--- config.mk ---
export PLATFORM = sky130hd
export DESIGN_NAME = hdu_sb_flat
export DESIGN_NICKNAME = d
export VERILOG_FILES = /design/src/rtl/hdu_pkg.sv /design/src/rtl/hdu_sb_if.sv /design/src/rtl/hdu_scoreboard.sv /design/src/rtl/hdu_sb.sv /design/src/flat_wrapper.sv
export SDC_FILE = /design/constraint.sdc
export NUM_CORES = 1
export LEC_CHECK = 0
export ABC_AREA = 1
export CORE_MARGIN = 8
export CORE_UTILIZATION = 46
export DETAILED_ROUTE_END_ITERATION = 8
export GPL_TIMING_DRIVEN = 1
export PLACE_DENSITY = 0.84
export SKIP_CTS_REPAIR_TIMING = 1
export SLEW_MARGIN = 30
export SYNTH_ARGS = -nofsm -noshare
export SYNTH_HDL_FRONTEND = slang
export SYNTH_HIERARCHICAL = 1
export SYNTH_SLANG_ARGS = --single-unit
--- constraint.sdc ---
create_clock -name clk -period 2.7 [get_ports clk]
set_clock_uncertainty 0.2 [all_clocks]
set_input_delay 0.405 -clock clk [delete_from_list [all_inputs] [get_ports clk]]
set_output_delay 0.405 -clock clk [all_outputs]
set_load 0.01 [all_outputs]
--- src/rtl/hdu_pkg.sv ---
// Shared definitions for the hazard detection unit: stage indices, CSR
// serialisation states and a stage-mask helper.
package hdu_pkg;

    localparam int IF_S       = 0;
    localparam int ID_S       = 1;
    localparam int EX_S       = 2;
    localparam int MEM_S      = 3;
    localparam int WB_S       = 4;
    localparam int MAX_STAGES = 32;

    typedef enum logic [0:0] {
        IDLE  = 1'b0,
        DRAIN = 1'b1
    } csr_state_t;

    // Mask with a one in every stage index strictly below n.
    function automatic logic [MAX_STAGES-1:0] below_mask(input int n);
        logic [MAX_STAGES-1:0] m;
        for (int i = 0; i < MAX_STAGES; i++) begin
            m[i] = (i < n) ? 1'b1 : 1'b0;
        end
        return m;
    endfunction

endpackage

--- src/rtl/hdu_sb_if.sv ---
// Pipeline-side bundle of the hazard detection unit: ID-stage decode info,
// writeback/retire/redirect events in, stall/flush controls out.
interface hdu_sb_if #(
    parameter int NUM_STAGES = 5,
    parameter int NREG       = 32,
    parameter int RAW        = 5
);
    logic                  id_valid;
    logic [RAW-1:0]        id_rs1;
    logic [RAW-1:0]        id_rs2;
    logic                  id_rs1_used;
    logic                  id_rs2_used;
    logic [RAW-1:0]        id_rd;
    logic                  id_rd_write;
    logic                  id_long_lat;
    logic                  id_csr;
    logic                  lat_done;
    logic [RAW-1:0]        lat_rd;
    logic                  csr_retire;
    logic                  branch_take;
    logic                  trap_take;
    logic [NUM_STAGES-1:0] stage_stall;
    logic [NUM_STAGES-1:0] stage_flush;
    logic                  lu_kill;
    logic [NREG-1:0]       sb_busy;

    modport master (
        output id_valid, id_rs1, id_rs2, id_rs1_used, id_rs2_used, id_rd,
               id_rd_write, id_long_lat, id_csr, lat_done, lat_rd,
               csr_retire, branch_take, trap_take,
        input  stage_stall, stage_flush, lu_kill, sb_busy
    );

    modport slave (
        input  id_valid, id_rs1, id_rs2, id_rs1_used, id_rs2_used, id_rd,
               id_rd_write, id_long_lat, id_csr, lat_done, lat_rd,
               csr_retire, branch_take, trap_take,
        output stage_stall, stage_flush, lu_kill, sb_busy
    );
endinterface

--- src/rtl/hdu_scoreboard.sv ---
// Busy bits for registers awaiting a long-latency writeback, plus the count
// of outstanding long-latency ops used for the structural limit.
module hdu_scoreboard #(
    parameter int NREG     = 32,
    parameter int RAW      = 5,
    parameter int LU_DEPTH = 2
) (
    input  logic            clk,
    input  logic            rst,
    input  logic            i_kill,
    input  logic            i_issue_long,
    input  logic            i_set_en,
    input  logic [RAW-1:0]  i_set_rd,
    input  logic            i_clr_en,
    input  logic [RAW-1:0]  i_clr_rd,
    output logic [NREG-1:0] o_busy,
    output logic            o_count_zero,
    output logic            o_count_full
);
    localparam int CW = $clog2(LU_DEPTH + 1);

    logic [NREG-1:0] r_busy;
    logic [NREG-1:0] w_busy_next;
    logic [NREG-1:0] w_set_vec;
    logic [NREG-1:0] w_clr_vec;
    logic [CW-1:0]   r_count;
    logic [CW-1:0]   w_count_next;
    logic            w_dec;

    // Next busy vector and count; a set beats a clear of the same register.
    always_comb begin
        w_set_vec    = '0;
        w_clr_vec    = '0;
        w_count_next = r_count;
        w_dec        = i_clr_en & (r_count != '0);
        if (i_set_en && (i_set_rd != '0)) begin
            w_set_vec = NREG'(1) << i_set_rd;
        end else begin
            w_set_vec = '0;
        end
        if (i_clr_en) begin
            w_clr_vec = NREG'(1) << i_clr_rd;
        end else begin
            w_clr_vec = '0;
        end
        w_busy_next = (r_busy & ~w_clr_vec) | w_set_vec;
        if (i_issue_long && !w_dec && (r_count != CW'(LU_DEPTH))) begin
            w_count_next = r_count + CW'(1);
        end else if (!i_issue_long && w_dec) begin
            w_count_next = r_count - CW'(1);
        end else begin
            w_count_next = r_count;
        end
    end

    // State registers; a trap discards every in-flight op.
    always_ff @(posedge clk) begin
        if (rst) begin
            r_busy  <= '0;
            r_count <= '0;
        end else if (i_kill) begin
            r_busy  <= '0;
            r_count <= '0;
        end else begin
            r_busy  <= w_busy_next;
            r_count <= w_count_next;
        end
    end

    assign o_busy       = r_busy;
    assign o_count_zero = (r_count == '0);
    assign o_count_full = (r_count == CW'(LU_DEPTH));

endmodule

--- src/rtl/hdu_sb.sv ---
// Hazard detection unit: scoreboard-based RAW/WAW checks, outstanding-op
// limit and CSR serialisation, driving per-stage stall/flush vectors.
module hdu_sb
    import hdu_pkg::*;
#(
    parameter int NUM_STAGES   = 5,
    parameter int ID_STAGE     = ID_S,
    parameter int BRANCH_STAGE = EX_S,
    parameter int NREG         = 32,
    parameter int RAW          = 5,
    parameter int LU_DEPTH     = 2
) (
    input  logic     clk,
    input  logic     rst,
    hdu_sb_if.slave  bus
);
    localparam logic [NUM_STAGES-1:0] BR_MASK  = NUM_STAGES'(below_mask(BRANCH_STAGE));
    localparam logic [NUM_STAGES-1:0] ID_BELOW = NUM_STAGES'(below_mask(ID_STAGE));
    localparam logic [NUM_STAGES-1:0] ID_BIT   = NUM_STAGES'(1) << ID_STAGE;

    if ((RAW != $clog2(NREG)) || (LU_DEPTH < 1) || (LU_DEPTH > NREG - 1)
        || (ID_STAGE >= NUM_STAGES) || (BRANCH_STAGE >= NUM_STAGES)) begin : g_bad_param
        $error("hdu_sb: inconsistent parameters");
    end

    logic [NREG-1:0]       w_busy;
    logic [NREG-1:0]       w_clr_vec;
    logic [NREG-1:0]       w_avail;
    logic                  w_count_zero;
    logic                  w_count_full;
    logic                  w_data_haz;
    logic                  w_struct_haz;
    logic                  w_csr_haz;
    logic                  w_hold;
    logic                  w_issue;
    logic [NUM_STAGES-1:0] w_stall;
    logic [NUM_STAGES-1:0] w_flush;
    logic                  w_kill;
    csr_state_t            r_csr_state;
    csr_state_t            w_csr_next;

    // Same-cycle writebacks are forwarded, so they count as available.
    assign w_clr_vec = bus.lat_done ? (NREG'(1) << bus.lat_rd) : '0;
    assign w_avail   = ~w_busy | w_clr_vec;

    assign w_data_haz = bus.id_valid &
                        ((bus.id_rs1_used & ~w_avail[bus.id_rs1]) |
                         (bus.id_rs2_used & ~w_avail[bus.id_rs2]) |
                         (bus.id_rd_write & ~w_avail[bus.id_rd]));
    assign w_struct_haz = bus.id_valid & bus.id_long_lat & w_count_full & ~bus.lat_done;
    assign w_csr_haz    = (r_csr_state == DRAIN) | (bus.id_valid & bus.id_csr & ~w_count_zero);
    assign w_hold       = w_data_haz | w_struct_haz | w_csr_haz;
    assign w_issue      = bus.id_valid & ~w_hold & ~bus.branch_take & ~bus.trap_take;

    hdu_scoreboard #(
        .NREG     (NREG),
        .RAW      (RAW),
        .LU_DEPTH (LU_DEPTH)
    ) u_sb (
        .clk          (clk),
        .rst          (rst),
        .i_kill       (bus.trap_take),
        .i_issue_long (w_issue & bus.id_long_lat),
        .i_set_en     (w_issue & bus.id_long_lat & bus.id_rd_write),
        .i_set_rd     (bus.id_rd),
        .i_clr_en     (bus.lat_done),
        .i_clr_rd     (bus.lat_rd),
        .o_busy       (w_busy),
        .o_count_zero (w_count_zero),
        .o_count_full (w_count_full)
    );

    // CSR serialisation next state; a retire seen while idle is ignored.
    always_comb begin
        w_csr_next = r_csr_state;
        case (r_csr_state)
            IDLE:    w_csr_next = (w_issue & bus.id_csr) ? DRAIN : IDLE;
            DRAIN:   w_csr_next = bus.csr_retire ? IDLE : DRAIN;
            default: w_csr_next = IDLE;
        endcase
    end

    // CSR state register.
    always_ff @(posedge clk) begin
        if (rst) begin
            r_csr_state <= IDLE;
        end else if (bus.trap_take) begin
            r_csr_state <= IDLE;
        end else begin
            r_csr_state <= w_csr_next;
        end
    end

    // Stall/flush priority: reset, trap, branch, hazard hold.
    always_comb begin
        w_stall = '0;
        w_flush = '0;
        w_kill  = 1'b0;
        if (rst) begin
            w_flush = '1;
        end else if (bus.trap_take) begin
            w_flush = '1;
            w_kill  = 1'b1;
        end else if (bus.branch_take) begin
            w_flush = BR_MASK;
        end else if (w_hold) begin
            w_stall = ID_BELOW;
            w_flush = ID_BIT;
        end else begin
            w_stall = '0;
            w_flush = '0;
        end
    end

    assign bus.stage_stall = w_stall;
    assign bus.stage_flush = w_flush;
    assign bus.lu_kill     = w_kill;
    assign bus.sb_busy     = w_busy;

endmodule

--- src/flat_wrapper.sv ---
// flat-port wrapper written by rule: the top's interface ports become plain ports
module hdu_sb_flat import hdu_pkg::*;
#(
    parameter int NUM_STAGES   = 5,
    parameter int ID_STAGE     = ID_S,
    parameter int BRANCH_STAGE = EX_S,
    parameter int NREG         = 32,
    parameter int RAW          = 5,
    parameter int LU_DEPTH     = 2
)
  (clk, rst, bus_id_valid, bus_id_rs1, bus_id_rs2, bus_id_rs1_used, bus_id_rs2_used, bus_id_rd, bus_id_rd_write, bus_id_long_lat, bus_id_csr, bus_lat_done, bus_lat_rd, bus_csr_retire, bus_branch_take, bus_trap_take, bus_stage_stall, bus_stage_flush, bus_lu_kill, bus_sb_busy);
  hdu_sb_if #(.NUM_STAGES(NUM_STAGES), .NREG(NREG), .RAW(RAW)) bus_i ();
  input  logic clk;
  input  logic rst;
  input wire logic [$bits(bus_i.id_valid)-1:0] bus_id_valid;
  input wire logic [$bits(bus_i.id_rs1)-1:0] bus_id_rs1;
  input wire logic [$bits(bus_i.id_rs2)-1:0] bus_id_rs2;
  input wire logic [$bits(bus_i.id_rs1_used)-1:0] bus_id_rs1_used;
  input wire logic [$bits(bus_i.id_rs2_used)-1:0] bus_id_rs2_used;
  input wire logic [$bits(bus_i.id_rd)-1:0] bus_id_rd;
  input wire logic [$bits(bus_i.id_rd_write)-1:0] bus_id_rd_write;
  input wire logic [$bits(bus_i.id_long_lat)-1:0] bus_id_long_lat;
  input wire logic [$bits(bus_i.id_csr)-1:0] bus_id_csr;
  input wire logic [$bits(bus_i.lat_done)-1:0] bus_lat_done;
  input wire logic [$bits(bus_i.lat_rd)-1:0] bus_lat_rd;
  input wire logic [$bits(bus_i.csr_retire)-1:0] bus_csr_retire;
  input wire logic [$bits(bus_i.branch_take)-1:0] bus_branch_take;
  input wire logic [$bits(bus_i.trap_take)-1:0] bus_trap_take;
  output wire logic [$bits(bus_i.stage_stall)-1:0] bus_stage_stall;
  output wire logic [$bits(bus_i.stage_flush)-1:0] bus_stage_flush;
  output wire logic [$bits(bus_i.lu_kill)-1:0] bus_lu_kill;
  output wire logic [$bits(bus_i.sb_busy)-1:0] bus_sb_busy;
  assign bus_i.id_valid = bus_id_valid;
  assign bus_i.id_rs1 = bus_id_rs1;
  assign bus_i.id_rs2 = bus_id_rs2;
  assign bus_i.id_rs1_used = bus_id_rs1_used;
  assign bus_i.id_rs2_used = bus_id_rs2_used;
  assign bus_i.id_rd = bus_id_rd;
  assign bus_i.id_rd_write = bus_id_rd_write;
  assign bus_i.id_long_lat = bus_id_long_lat;
  assign bus_i.id_csr = bus_id_csr;
  assign bus_i.lat_done = bus_lat_done;
  assign bus_i.lat_rd = bus_lat_rd;
  assign bus_i.csr_retire = bus_csr_retire;
  assign bus_i.branch_take = bus_branch_take;
  assign bus_i.trap_take = bus_trap_take;
  assign bus_stage_stall = bus_i.stage_stall;
  assign bus_stage_flush = bus_i.stage_flush;
  assign bus_lu_kill = bus_i.lu_kill;
  assign bus_sb_busy = bus_i.sb_busy;
  hdu_sb #(.NUM_STAGES(NUM_STAGES), .ID_STAGE(ID_STAGE), .BRANCH_STAGE(BRANCH_STAGE), .NREG(NREG), .RAW(RAW), .LU_DEPTH(LU_DEPTH)) u_core (.clk(clk), .rst(rst), .bus(bus_i));
endmodule
==> results of run 1 <==
cell type report:
cell class / instances / area, um2 / share of cell area (%)
Tap cell: 80 / 100 / 2.02
Sequential cell: 35 / 701 / 14.1
Clock buffer: 8 / 100 / 2.02
Timing Repair Buffer: 130 / 1290 / 26.1
Multi-Input combinational cell: 441 / 2550 / 51.4
Inverter: 53 / 216 / 4.37
sequential cells by signal (all words and copies together) (netlist names):
signal               cells
u_core/u_sb/r_count      2
u_core/r_csr_state       1
u_core/u_sb/o_busy      32
metal layers:
metal  vias up  wire length, um
met5         -                0
met4         0              547
li1       2136                -
met2       429             7360
met1      2220             5930
met3        75             1940
worst max path at each step:
stage	startpoint	endpoint	slack (ns)	cells past startpoint
6_report	bus_lat_rd[1]	u_core/u_sb/o_busy[28]	-0.16	22
5_1_grt	bus_lat_rd[1]	u_core/u_sb/o_busy[16]	-0.26	23
4_1_cts	bus_lat_rd[3]	bus_stage_stall[0]	-0.95	17
3_5_place_dp	bus_lat_rd[3]	bus_stage_stall[0]	-0.95	17
3_3_place_gp	bus_lat_rd[3]	bus_stage_stall[0]	-1.03	17
2_1_floorplan	bus_lat_rd[2]	u_core/u_sb/o_busy[26]	0.08	23
power by group through the flow:
| stage | clock network, uW | registers (uW) | logic (uW) |
|---|---|---|---|
| 3_5_place_dp | 0 | 530 | 357 |
| 3_3_place_gp | 0 | 530 | 355 |
| 6_report | 415 | 518 | 443 |
| 4_1_cts | 416 | 518 | 359 |
| 5_1_grt | 431 | 518 | 462 |
| 2_1_floorplan | 0 | 530 | 179 |
placed cells by master (no fill, tap or decap), types with 2 or more instances in the layout:
master                              n
sky130_fd_sc_hd__buf_4             45
sky130_fd_sc_hd__nand2_4            2
sky130_fd_sc_hd__a21oi_1           25
sky130_fd_sc_hd__nor2_4            19
sky130_fd_sc_hd__inv_6              2
sky130_fd_sc_hd__nor2_1            17
sky130_fd_sc_hd__dfxtp_1           35
sky130_fd_sc_hd__nand3_4            4
sky130_fd_sc_hd__buf_2              2
sky130_fd_sc_hd__conb_1             4
sky130_fd_sc_hd__nor3_2             3
sky130_fd_sc_hd__a21oi_2            9
sky130_fd_sc_hd__inv_2             14
sky130_fd_sc_hd__inv_4              3
sky130_fd_sc_hd__buf_8              2
sky130_fd_sc_hd__nand2_1           78
sky130_fd_sc_hd__clkbuf_2           2
sky130_fd_sc_hd__buf_6              8
sky130_fd_sc_hd__clkdlybuf4s50_1   59
sky130_fd_sc_hd__nor2_2             4
sky130_fd_sc_hd__nand3_2           33
sky130_fd_sc_hd__dlymetal6s2s_1     3
sky130_fd_sc_hd__buf_12             8
sky130_fd_sc_hd__nand2_2           16
sky130_fd_sc_hd__o21ai_0           11
sky130_fd_sc_hd__o21ai_1           16
sky130_fd_sc_hd__nand4_1           13
sky130_fd_sc_hd__inv_1             34
sky130_fd_sc_hd__clkbuf_8           7
sky130_fd_sc_hd__nand3_1          183
stage by stage:
stage	setup slack (ns)	cells
global route	-0.259	747
detailed placement	-0.947	729
global placement	-1.03	729
floorplan	0.0763	563
CTS	-0.954	737
finish	-0.159	747
critical path, stage by stage:
cell                       delay (ns)
sky130_fd_sc_hd__buf_8           0.11
sky130_fd_sc_hd__buf_6           0.12
sky130_fd_sc_hd__nor2_4          0.17
sky130_fd_sc_hd__buf_4           0.15
sky130_fd_sc_hd__nand4_1         0.15
sky130_fd_sc_hd__nand3_1         0.14
sky130_fd_sc_hd__nand3_1         0.08
sky130_fd_sc_hd__nand3_1         0.09
sky130_fd_sc_hd__nand3_2         0.08
sky130_fd_sc_hd__nand2_1         0.06
sky130_fd_sc_hd__nand2_1         0.06
sky130_fd_sc_hd__nand3_2         0.10
sky130_fd_sc_hd__nand3_2         0.08
sky130_fd_sc_hd__nand2_2         0.08
sky130_fd_sc_hd__nand2_2         0.06
sky130_fd_sc_hd__inv_4           0.08
sky130_fd_sc_hd__nand3b_4        0.10
sky130_fd_sc_hd__nor2_4          0.23
sky130_fd_sc_hd__nand2_4         0.12
sky130_fd_sc_hd__inv_6           0.11
sky130_fd_sc_hd__nand3_1         0.12
sky130_fd_sc_hd__a21oi_2         0.17
logic make-up after synthesis:
group | count (synthesis) | synth area share [%]
and+or+nand+nor | 373 | 55.4
AOI/OAI and AO/OA | 64 | 10.3
buffers and inverters | 87 | 12.3
other | 1 | 0.117
DFF | 35 | 21.9
==> summary.md, run 1 <==
The tools report the initial core utilization as 47.3%. The first TritonRoute pass finished after 5 iterations. Global routing used 34.3% of the available met1 tracks. Ratio of final minimum period to clock period: 106%. The run gives 37.6% as the sequential fraction of design power. The met3 layer usage reported by global route is 5.31%, and the worst-path maximum fanout is 8. The via density per instance came out at 6.51.

The tools report the global router's overall resource usage as 27.2%. The placed standard-cell area is 4290 um2. By area the synthesized netlist is led by sky130_fd_sc_hd__nand3_1, sky130_fd_sc_hd__dfxtp_1, sky130_fd_sc_hd__nand2_1.

Sequential cells were found to cover 21.9% of the synthesized design area. The routed design has 15,800 um of wire. Internal power comes to 924 uW. In this run the critical register-to-register path is launched from u_core/u_sb/o_busy[5].

The tools report the endpoint of the most critical register-to-register path as u_core/u_sb/o_busy[28]. The synthesized cell area is 3200 um2. Post-layout minimum cycle time: 2.86 ns. Measured along the y axis, the die boundary spans 99.4 um. The number of enable-type register cells in the synthesized netlist was 0; the total inserted antenna cells was 0. The layout net count was 698. Clock latency on the worst-skew pair, taken at its later pin, is 0.29 ns. The checks that failed: negative setup slack. For this design the top-level I/O count stands at 75. The tools report the area of the core as 6760 um2. The clock share of power is 30.1%. On the final layout, the worst hold slack is 0.295 ns. The worst register-to-register path has a setup slack of 0.20 ns.

The fmax was 350 MHz. Most common cell in the synthesized netlist: sky130_fd_sc_hd__nand3_1. The busiest layer in global routing was met2. The flow ran to the end, but the final reports show violations. The number of cell instances on the worst register-to-register path was 18; the number of max-slew violations in the final report was 0.

The die covers 9870 um2. The tools report the sum of negative setup slack as -3.35 ns. Setup repair after global routing could not meet its margin everywhere. Setup violations remaining at the end of the flow were counted as 32. By count the netlist is led by sky130_fd_sc_hd__nand3_1, sky130_fd_sc_hd__nand2_1, sky130_fd_sc_hd__inv_1. The worst hold path begins at u_core/r_csr_state. The most used flip-flop cell after synthesis is sky130_fd_sc_hd__dfxtp_1. The switching power came out at 452 uW. The element type at the critical path start is an input pin. The tools report the buffer cell driving the clock tree root as sky130_fd_sc_hd__clkbuf_8. The final number of hold-violating endpoints was 0. The run gives 73.4% as the final core utilization.

The routed layout has 4,860 vias. For this run, design rule violations remaining after detail routing come to 0. The min-delay analysis places its worst path in the category reg2reg. The tools report the leakage power summed over all cells as 0.00187 uW.

The part of the total power dissipated in combinational logic is 32.2%. The number of warning messages in the yosys log is 6. The floorplan step set the die width to 99.4 um.

The share of total power consumed by net switching is 32.9%. The tools report the count of clock tree sinks as 35. During placement, the flow inserted port buffers numbering 70. The number of cell rows is 30. Counting distinct cell types in the post-synthesis netlist gives 24.

The post-synthesis cell type with the largest combined area is sky130_fd_sc_hd__nand3_1. Dividing total power by cell area gives a power density of 278 nW/um2. Counting every instance in the synthesized netlist gives 560. The tool flagged a number of max-cap violations equal to 0.

The initial antenna violation count was 0; the total power of the final layout was 1380 uW. Measured against its own limit, the worst slew margin works out to 65.6%. In this run, synthesis produced a sequential element count of 35.

Counting the fill cells in the layout gives 501. The average routed wire per standard cell is 21.1 um, and the share of layout cells above drive strength 1 is 27.9%. At the worst endpoint, the required time is 2.72 ns. The first global-routing pass estimated 21,600 um of wire. The finished cells cover 4960 um2.

STA classifies the critical path endpoint as a flop. The worst path arrival time was 2.88 ns. The class of the most critical setup path is in2reg.

TritonCTS built the clock tree. The clock transition at the register clock pins on the worst setup and hold paths after CTS was 0.07 ns. The minimum setup slack in the final design came out at -0.159 ns.

The layout-stage area growth over the synthesis result is 55.0%. In this run the remaining antenna-violating nets after routing total 0. The H-tree was split into 2 levels. The tools report the worst-case hold path end point as u_core/r_csr_state. The slew at the pin closest to its max-slew limit works out to 0.515 ns. Maximum vdd drop: 0.456 mV. Global routing used 44.8% of the available met2 tracks.

The pin count of the biggest net entering global routing was 34; the number of DRC violations after detailed-routing iteration 0 was 754. Along the worst hold path, the cell count comes to 2. The average cell area after synthesis is 5.71 um2, and the HPWL after detailed placement is 11,100 um. The congestion estimate from routability-driven global placement came to 1.03.

Summed over its instances, the top area cell type makes up 34.4% of the synthesized netlist area. The number of global-route vias before repair was 4,146. The async set-or-reset flop fraction in the synthesized netlist was 0%. The total overflow left after global routing is 0.

The logs give 5 for the clock buffer count from CTS and 2 for the number of buffers on the longest clock path.
Power figures use the tool's default switching activity.
==> run 2, diff against run 1 <==
--- a/config.mk
+++ b/config.mk
@@ -6,6 +6,7 @@
 export NUM_CORES = 1
 export LEC_CHECK = 0
 export ABC_AREA = 1
+export CAP_MARGIN = 10
 export CORE_MARGIN = 8
 export CORE_UTILIZATION = 46
 export DETAILED_ROUTE_END_ITERATION = 8
==> results of run 2 <==
No change in the layout: final DEF, timing and power equal those of run 1.
